==> src/rtl/lsu_pkg.sv <==
// Shared types and helpers for the RV32I load/store unit.
// Holds the FSM state encoding, the funct3 size codes and the fault rule.
package lsu_pkg;

  localparam int REG_WIDTH = 32;

  typedef enum logic [1:0] {
    S_IDLE = 2'd0,
    S_REQ  = 2'd1,
    S_RESP = 2'd2,
    S_ERR  = 2'd3
  } lsu_state_e;

  localparam logic [2:0] F3_B  = 3'b000;
  localparam logic [2:0] F3_H  = 3'b001;
  localparam logic [2:0] F3_W  = 3'b010;
  localparam logic [2:0] F3_BU = 3'b100;
  localparam logic [2:0] F3_HU = 3'b101;

  // Unsigned sizes exist only for loads; stores with BU/HU are illegal.
  function automatic logic is_fault(input logic [2:0] funct3, input logic [1:0] addr_lo,
                                    input logic we);
    logic f;
    case (funct3)
      F3_B:    f = 1'b0;
      F3_H:    f = addr_lo[0];
      F3_W:    f = (addr_lo != 2'b00);
      F3_BU:   f = we;
      F3_HU:   f = we | addr_lo[0];
      default: f = 1'b1;
    endcase
    return f;
  endfunction

endpackage

==> src/rtl/lsu_align.sv <==
// Combinational lane steering: byte enables and replicated store data,
// plus byte/half extraction and sign/zero extension of load data.
module lsu_align
  import lsu_pkg::*;
(
  input  logic [2:0]           i_funct3,
  input  logic [1:0]           i_addr_lo,
  input  logic [REG_WIDTH-1:0] i_wdata,
  input  logic [REG_WIDTH-1:0] i_rdata,
  output logic [3:0]           o_be,
  output logic [REG_WIDTH-1:0] o_wdata,
  output logic [REG_WIDTH-1:0] o_rdata
);

  logic [7:0]  w_byte;
  logic [15:0] w_half;

  // Store side: enables and lane replication.
  always_comb begin
    o_be    = 4'b1111;
    o_wdata = i_wdata;
    case (i_funct3)
      F3_B, F3_BU: begin
        o_be    = 4'b0001 << i_addr_lo;
        o_wdata = {4{i_wdata[7:0]}};
      end
      F3_H, F3_HU: begin
        o_be    = i_addr_lo[1] ? 4'b1100 : 4'b0011;
        o_wdata = {2{i_wdata[15:0]}};
      end
      default: begin
        o_be    = 4'b1111;
        o_wdata = i_wdata;
      end
    endcase
  end

  // Load side: lane select then extension.
  always_comb begin
    w_byte  = 8'h00;
    w_half  = i_addr_lo[1] ? i_rdata[31:16] : i_rdata[15:0];
    o_rdata = i_rdata;
    case (i_addr_lo)
      2'd0:    w_byte = i_rdata[7:0];
      2'd1:    w_byte = i_rdata[15:8];
      2'd2:    w_byte = i_rdata[23:16];
      2'd3:    w_byte = i_rdata[31:24];
      default: w_byte = 8'h00;
    endcase
    case (i_funct3)
      F3_B:    o_rdata = {{24{w_byte[7]}}, w_byte};
      F3_BU:   o_rdata = {24'h000000, w_byte};
      F3_H:    o_rdata = {{16{w_half[15]}}, w_half};
      F3_HU:   o_rdata = {16'h0000, w_half};
      default: o_rdata = i_rdata;
    endcase
  end

endmodule

==> src/rtl/lsu.sv <==
// RV32I load/store unit: accepts one access at a time, drives a req/ack
// word-addressed memory port and returns extended load data.
module lsu
  import lsu_pkg::*;
(
  input  logic                 i_clk,
  input  logic                 i_reset_b,
  input  logic                 i_start,
  input  logic                 i_mem_read,
  input  logic                 i_mem_write,
  input  logic [2:0]           i_funct3,
  input  logic [REG_WIDTH-1:0] i_addr,
  input  logic [REG_WIDTH-1:0] i_wdata,
  output logic                 o_busy,
  output logic                 o_done,
  output logic                 o_fault,
  output logic [REG_WIDTH-1:0] o_rdata,
  output logic                 o_dmem_req,
  output logic                 o_dmem_we,
  output logic [REG_WIDTH-1:0] o_dmem_addr,
  output logic [3:0]           o_dmem_be,
  output logic [REG_WIDTH-1:0] o_dmem_wdata,
  input  logic                 i_dmem_ack,
  input  logic [REG_WIDTH-1:0] i_dmem_rdata
);

  lsu_state_e           r_state;
  lsu_state_e           w_next;
  logic                 w_accept;
  logic                 w_fault;
  logic [2:0]           r_funct3;
  logic [1:0]           r_addr_lo;
  logic                 r_we;
  logic [2:0]           w_f3;
  logic [1:0]           w_lo;
  logic [3:0]           w_be;
  logic [REG_WIDTH-1:0] w_wdata_rep;
  logic [REG_WIDTH-1:0] w_rdata_ext;

  logic                 r_busy, r_done, r_fault, r_dmem_req, r_dmem_we;
  logic [3:0]           r_dmem_be;
  logic [REG_WIDTH-1:0] r_rdata, r_dmem_addr, r_dmem_wdata;

  // The aligner sees live inputs while idle and the latched access otherwise.
  assign w_f3 = (r_state == S_IDLE) ? i_funct3 : r_funct3;
  assign w_lo = (r_state == S_IDLE) ? i_addr[1:0] : r_addr_lo;

  lsu_align u_align (
    .i_funct3  (w_f3),
    .i_addr_lo (w_lo),
    .i_wdata   (i_wdata),
    .i_rdata   (i_dmem_rdata),
    .o_be      (w_be),
    .o_wdata   (w_wdata_rep),
    .o_rdata   (w_rdata_ext)
  );

  // State register.
  always_ff @(posedge i_clk) begin
    if (!i_reset_b) r_state <= S_IDLE;
    else            r_state <= w_next;
  end

  // Next-state logic and accept decode.
  always_comb begin
    w_next   = r_state;
    w_accept = 1'b0;
    w_fault  = 1'b0;
    case (r_state)
      S_IDLE: begin
        if (i_start && (i_mem_read || i_mem_write)) begin
          w_accept = 1'b1;
          w_fault  = is_fault(i_funct3, i_addr[1:0], i_mem_write);
          w_next   = w_fault ? S_ERR : S_REQ;
        end else begin
          w_next = S_IDLE;
        end
      end
      S_REQ: begin
        if (i_dmem_ack) w_next = S_RESP;
        else            w_next = S_REQ;
      end
      S_RESP:  w_next = S_IDLE;
      S_ERR:   w_next = S_IDLE;
      default: w_next = S_IDLE;
    endcase
  end

  // Registered outputs and latched access fields.
  always_ff @(posedge i_clk) begin
    if (!i_reset_b) begin
      r_busy       <= 1'b0;
      r_done       <= 1'b0;
      r_fault      <= 1'b0;
      r_rdata      <= 32'h0000_0000;
      r_dmem_req   <= 1'b0;
      r_dmem_we    <= 1'b0;
      r_dmem_addr  <= 32'h0000_0000;
      r_dmem_be    <= 4'b0000;
      r_dmem_wdata <= 32'h0000_0000;
      r_funct3     <= 3'b000;
      r_addr_lo    <= 2'b00;
      r_we         <= 1'b0;
    end else begin
      r_busy  <= (w_next != S_IDLE);
      r_done  <= (w_next == S_RESP) || (w_next == S_ERR);
      r_fault <= (w_next == S_ERR);
      if (w_accept) begin
        r_funct3  <= i_funct3;
        r_addr_lo <= i_addr[1:0];
        r_we      <= i_mem_write;
        if (!w_fault) begin
          r_dmem_req   <= 1'b1;
          r_dmem_we    <= i_mem_write;
          r_dmem_addr  <= {i_addr[31:2], 2'b00};
          r_dmem_be    <= w_be;
          r_dmem_wdata <= w_wdata_rep;
        end
      end
      if (r_state == S_REQ && i_dmem_ack) begin
        r_dmem_req <= 1'b0;
        if (!r_we) r_rdata <= w_rdata_ext;
      end
    end
  end

  assign o_busy       = r_busy;
  assign o_done       = r_done;
  assign o_fault      = r_fault;
  assign o_rdata      = r_rdata;
  assign o_dmem_req   = r_dmem_req;
  assign o_dmem_we    = r_dmem_we;
  assign o_dmem_addr  = r_dmem_addr;
  assign o_dmem_be    = r_dmem_be;
  assign o_dmem_wdata = r_dmem_wdata;

endmodule

==> config.mk <==
export PLATFORM = sky130hd
export DESIGN_NAME = lsu
export DESIGN_NICKNAME = d
export VERILOG_FILES = /design/src/rtl/lsu_pkg.sv /design/src/rtl/lsu_align.sv /design/src/rtl/lsu.sv
export SDC_FILE = /design/constraint.sdc
export NUM_CORES = 1
export LEC_CHECK = 0
export BUFFER_PORTS_ARGS = -buffer_cell sky130_fd_sc_hd__buf_4
export CORE_ASPECT_RATIO = 1.75
export CORE_UTILIZATION = 50
export DETAILED_ROUTE_END_ITERATION = 7
export PLACE_DENSITY = 0.8
export SETUP_SLACK_MARGIN = 0.15
export SYNTH_ARGS = -nofsm -noshare
export SYNTH_HDL_FRONTEND = slang
export SYNTH_SLANG_ARGS = --single-unit
==> constraint.sdc <==
create_clock -name i_clk -period 6.1 [get_ports i_clk]
set_clock_uncertainty 0.15 [all_clocks]
set_input_delay 0.915 -clock i_clk [delete_from_list [all_inputs] [get_ports i_clk]]
set_output_delay 0.915 -clock i_clk [all_outputs]
set_load 0.05 [all_outputs]
After elaboration in Yosys (flattened, before gate mapping). Cells that the tools add are included.

Input bits: 105. Bits in registers: 111. Logic and storage cells: 68. Output and inout port bits: 105.

Mux-type cells: 19. Bitwise gates (word level): 4. Equality and inequality tests: 15. Reduce and logical (&&, ||, !) cells: 16. Shift operators: 1.

Operators by type and width (count): $pmux 32 s4 (1); $pmux 32 s2 (1); $pmux 8 s4 (1); $mux 16 (1); $eq 2x2->1 const B (6); $eq 3x3->1 const B (4); $mux 2 (4); $pmux 4 s2 (1); $reduce_or 2->1 (4); $eq 3x1->1 const B (2); $logic_not 3->1 (2); $mux 1 (6); $pmux 2 s3 (1); $pmux 1 s5 (1); $eq 2x1->1 const B (2); $logic_not 2->1 (2); $mux 4 (1); $reduce_and 2->1 (2); $reduce_bool 2->1 (2); $shl 1x2->4 const A (1); $eq 3x2->1 const B (1); $mux 3 (1); $not 1->1 (3); $logic_and 1x1->1 (2); other kinds (2) (3).

Logic depth before layout (Yosys ltp).
Word-level depth: 9. Gate-level depth with buffers: 9. Depth with buffers taken out: 5.

Modules after synthesis. A second synthesis with hierarchy kept.

Cells, all modules: 681. Area, all modules: 5388.9 µm².

Modules (own cells, without submodules): lsu (area each 4125.2 µm², instances 1, cells an instance 492, seq. area each 2222.1 µm²); lsu_align (area each 1263.7 µm², instances 1, cells an instance 189, seq. area each 0.0 µm²).

Worst setup path before layout. OpenSTA, ideal clock, no wires.

Kind: in2reg. Start: in i_addr[1]. End: reg r_rdata[1] (netlist: o_rdata[1]). Data required time: 5.826 ns. Setup slack: 3.552 ns. Cell stages on the path: 7. Path buffers: 2. Data arrival time: 2.274 ns. Setup time: 0.124 ns. Cell sequence: or3b_1 and2_1 buf_6 buf_6 mux2_4 a221oi_1 a21oi_1.

Longest elaborated chain between the ends: 4. Elaborated cells between the ends (all ways): 8. Those cells by class: 3 x eq/ne; 4 x mux; 1 x reduce/logical.

RTL lines: start, declared (RTL line lsu.sv:12) `input logic [REG_WIDTH-1:0] i_addr,`; $mux 2 * (RTL line lsu.sv:46) `assign w_lo = (r_state == S_IDLE) ? i_addr[1:0] : r_addr_lo;`; $eq 2x2->1 (tied with other cells) (RTL line lsu_align.sv:43) `case (i_addr_lo)`; $pmux 8 s4 (RTL line lsu_align.sv:43); $pmux 32 s4 * (RTL line lsu_align.sv:50) `case (i_funct3)`; end signal, assigned (RTL line lsu.sv:122) `if (!r_we) r_rdata <= w_rdata_ext;`; end, declared (RTL line lsu.sv:42) `logic [REG_WIDTH-1:0] r_rdata, r_dmem_addr, r_dmem_wdata;`.

Every way passes the cells marked *; elsewhere a longest branch is shown, timed or not. A chain may end at the register's enable or synchronous reset.

Worst setup path in the final report.
Start: in i_addr[1]. End: reg r_dmem_wdata[10] (netlist: o_dmem_wdata[10]).

Longest elaborated chain between the ends: 8.

RTL lines: $reduce_bool 2->1 (RTL line lsu_pkg.sv:27) `F3_W: f = (addr_lo != 2'b00);`; $pmux 1 s5 (RTL line lsu_pkg.sv:24) `case (funct3)`; $mux 1 (RTL line lsu.sv:71) `if (i_start && (i_mem_read || i_mem_write)) begin`; $mux 1 (RTL line lsu.sv:69) `case (r_state)`; $mux 1 (RTL line lsu.sv:71); $mux 1 (RTL line lsu.sv:69); $not 1->1 (no source line); $reduce_and 2->1 (no source line); end signal, assigned (RTL line lsu.sv:117) `r_dmem_wdata <= w_wdata_rep;`; end, declared (RTL line lsu.sv:42).

No other way between the ends. The select of a mux whose other input is x is not followed.

==> results.py <==
metrics = {
    "sta": {
        "timing_max_transition_violations_final": 0,
        "layout_worst_path_cycle_share_pct": 54.1,
        "worst_slew_pin_slew_ps": 1060,
        "finalSetupViolations": 0,
        "layout_min_cycle_time_ps": 3300,
        "rsz_0062_raised_after_global_routing": "no",
        "clock.fmax_mhz": 303,
        "tns_ps": 0,
        "hold_violations": 0,
        "timing.slew.headroom_pct": 28.6,
    },
    "grt": {
        "global_route.peak_usage_layer": "met2",
        "use_met1_pct": 30.6,
        "vias_in_the_first_global_route": 5024,
        "grt_usage_pct": 30.2,
        "grt_overflow_total": 0,
        "grt_pass1_wl_um": 24400,
        "globalRouteMet3Util_pct": 6.62,
        "grt_max_degree": 109,
        "grtUsageMet2_pct": 55.1,
        "grt_antenna_before_repair": 0,
    },
    "clocking": {
        "clkTransAtPathRegs_ps": 70,
        "clock_tree_from_tritoncts": "built",
        "ctsHtreeMaxLevel": 3,
        "cts_root_buffer": "sky130_fd_sc_hd__clkbuf_16",
        "post_cts_resize_count": 0,
        "clock_latency_on_the_worst_skew_pair_ps": 340,
        "holdBufCountCts": 0,
        "clkSinkCount": 111,
        "clock_path_buffers": 2,
        "post-cts-setup-buffer-count": 0,
        "number_of_buffers_added_by_the_clock_tree_synthesis_step": 9,
    },
    "route": {
        "drc": 0,
        "drt_pre_antenna_iters": 6,
        "route.detailed.vias_per_inst": 5.87,
        "finalWirelength_um": 15400,
        "first_iter_violations": 372,
        "routed-via-count": 5080,
        "drtAntennaViolNets": 0,
        "drt-wirelength-per-cell_um": 17.8,
    },
    "setup_path": {
        "critical_path.cell_chain": "buf_4 -> nor4_1 -> nor2_1 -> nor3_4 -> buf_4 -> nand3_1 -> o211a_1",
        "timing.critical_path.fanout_max": 67,
        "endpoint_kind": "register",
        "critPathSlowestCell": "sky130_fd_sc_hd__buf_4",
        "worstRegToRegCells": 5,
        "cp.depth": 7,
        "critPathLaunchType": "primary input",
        "timing.critical_path.mode_cell": "sky130_fd_sc_hd__buf_4",
        "bufs_and_invs_on_worst_path": 2,
        "cp.required_ps": 6190,
        "crit_family": "simple AND/OR/NAND/NOR gates",
        "cp.arrival_ps": 3390,
        "critical-path-max-stage-delay_ps": 640,
        "criticalPathCategory": "primary input to register",
    },
    "synthesis": {
        "synth_area_leaders": "sky130_fd_sc_hd__dfxtp_1, sky130_fd_sc_hd__nand2_1, sky130_fd_sc_hd__o21ai_0, sky130_fd_sc_hd__a21oi_1, sky130_fd_sc_hd__a221oi_1",
        "seq_area_frac_synth_pct": 45.3,
        "synthesis.area_mm2": 0.00491,
        "synthesized_instance_count": 564,
        "synth-edff-count": 0,
        "synth-warning-count": 0,
        "netlist.area_leader.share_pct": 45.3,
        "leading_area_contributor_after_synthesis": "sky130_fd_sc_hd__dfxtp_1",
        "ys.flop_type": "sky130_fd_sc_hd__dfxtp_1",
        "yosysUniqueCellTypes": 51,
        "synth_async_sr_flop_share_pct": 0,
        "ys_seq_elements": 111,
        "avgSynthCellArea_um2": 8.71,
    },
    "cells_and_area": {
        "antenna_cells": 0,
        "syn_to_final_growth_pct": 37.2,
        "drive_above_1_share_pct": 34.4,
        "finalNetCount": 844,
        "mostFrequentLayoutCell": "sky130_fd_sc_hd__buf_4",
        "mostFrequentLayoutCells": "sky130_fd_sc_hd__buf_4, sky130_fd_sc_hd__nand2_1, sky130_fd_sc_hd__dfxtp_1, sky130_fd_sc_hd__o21ai_0, sky130_fd_sc_hd__a21oi_1",
        "finalNonFillerCells": 866,
    },
    "floorplanning": {
        "floorplan.die_area_mm2": 0.0102,
        "fp-row-count": 47,
        "initial_core_utilization_pct": 51.5,
        "die_w_um": 76.9,
        "die-height_um": 133,
        "core_region_area_mm2": 0.00953,
        "ios": 210,
    },
    "placed_design": {
        "port_buffers": 207,
        "dp_hpwl_um": 11000,
        "placedCellCount": 850,
        "globalplace.congestion": 0.878,
    },
    "worst_hold_path": {
        "min-delay-path-class": "register to register",
        "timing.hold.worst_path_depth": 2,
    },
    "run_status": {
        "status": "completed",
    },
    "power": {
        "power-per-cell-area_mw_per_mm2": 272,
        "p_leak_nw": 3.05,
        "ir_worst_vdd_mv": 0.170,
    },
    "run": {
        "timing.max_cap.violations": 0,
    },
}
layout make-up:
type | count | area, µm²
clock buffers | 9 | 225
clock inverters | 7 | 77.6
fillers | 768 | 2790
inverters | 4 | 15.0
multi-input cells | 401 | 2450
flip-flops and latches | 111 | 2220
well taps | 122 | 153
repair buffers | 212 | 1590
sequential cells by signal, summed over array words and instances, names as in the netlist:
name          flops
o_dmem_wdata     32
o_rdata          32
o_dmem_addr      30
o_dmem_be         4
r_funct3          3
r_addr_lo         2
r_state           2
o_busy            1
o_dmem_req        1
o_dmem_we         1
o_done            1
o_fault           1
r_we              1
cells by family after synthesis:
logic type / synth area share, %
other: 0.0764
DFF: 45.3
AOI/OAI and AO/OA: 30.5
and+or+nand+nor: 14.3
muxes: 4.43
buffers and inverters: 5.48
per-layer routing:
layer  wire (µm)  share of wire, %
met2        8020                52
met1        5400                35
met3        1140               7.4
met5           0                 0
met4         826               5.4
power by group:
group          internal (mW)  switching [mW]
sequential             0.762          0.0237
clock                  0.323           0.276
combinational          0.154           0.290
total                   1.24           0.589
tightest hold or removal path, cell delays in order (launching register included):
cell and delay (ps):
sky130_fd_sc_hd__dfxtp_1 310, sky130_fd_sc_hd__nand2_1 50, sky130_fd_sc_hd__a21boi_1 50
per-stage QoR:
stage	cell area, µm²	utilization, %	power (mW)	hold WS, ps	setup slack [ps]
after global placement	6430	67.5	1.23	292	2580
after floorplan	4910	-	1.09	305	3550
after global routing	6730	70.7	1.89	334	2600
final	6730	70.7	1.83	304	2800
after detailed placement	6430	67.5	1.24	297	2440
after CTS	6730	70.7	1.83	307	2810
worst paths after layout:
path / endpoint / start / slack, ps
min: o_dmem_wdata[1] / o_dmem_wdata[1] / 300
min reg2reg: o_dmem_wdata[1] / o_dmem_wdata[1] / 300
max: o_dmem_wdata[10] / i_addr[1] / 2800
max reg2reg: o_rdata[18] / r_state[1] / 3210
cell usage after synthesis (5+ instances only):
master / number
sky130_fd_sc_hd__a211oi_1: 16
sky130_fd_sc_hd__buf_2: 17
sky130_fd_sc_hd__clkbuf_1: 24
sky130_fd_sc_hd__nand2_1: 120
sky130_fd_sc_hd__buf_6: 5
sky130_fd_sc_hd__nor2_2: 5
sky130_fd_sc_hd__o21ai_0: 51
sky130_fd_sc_hd__a21boi_1: 21
sky130_fd_sc_hd__a21oi_1: 49
sky130_fd_sc_hd__o211a_1: 16
sky130_fd_sc_hd__a221oi_1: 23
sky130_fd_sc_hd__nand3_1: 9
sky130_fd_sc_hd__dfxtp_1: 111
sky130_fd_sc_hd__nor2_1: 5
sky130_fd_sc_hd__a21boi_0: 25
sky130_fd_sc_hd__mux2i_1: 9
sky130_fd_sc_hd__mux2_2: 6
Power figures use the tool's default switching activity.
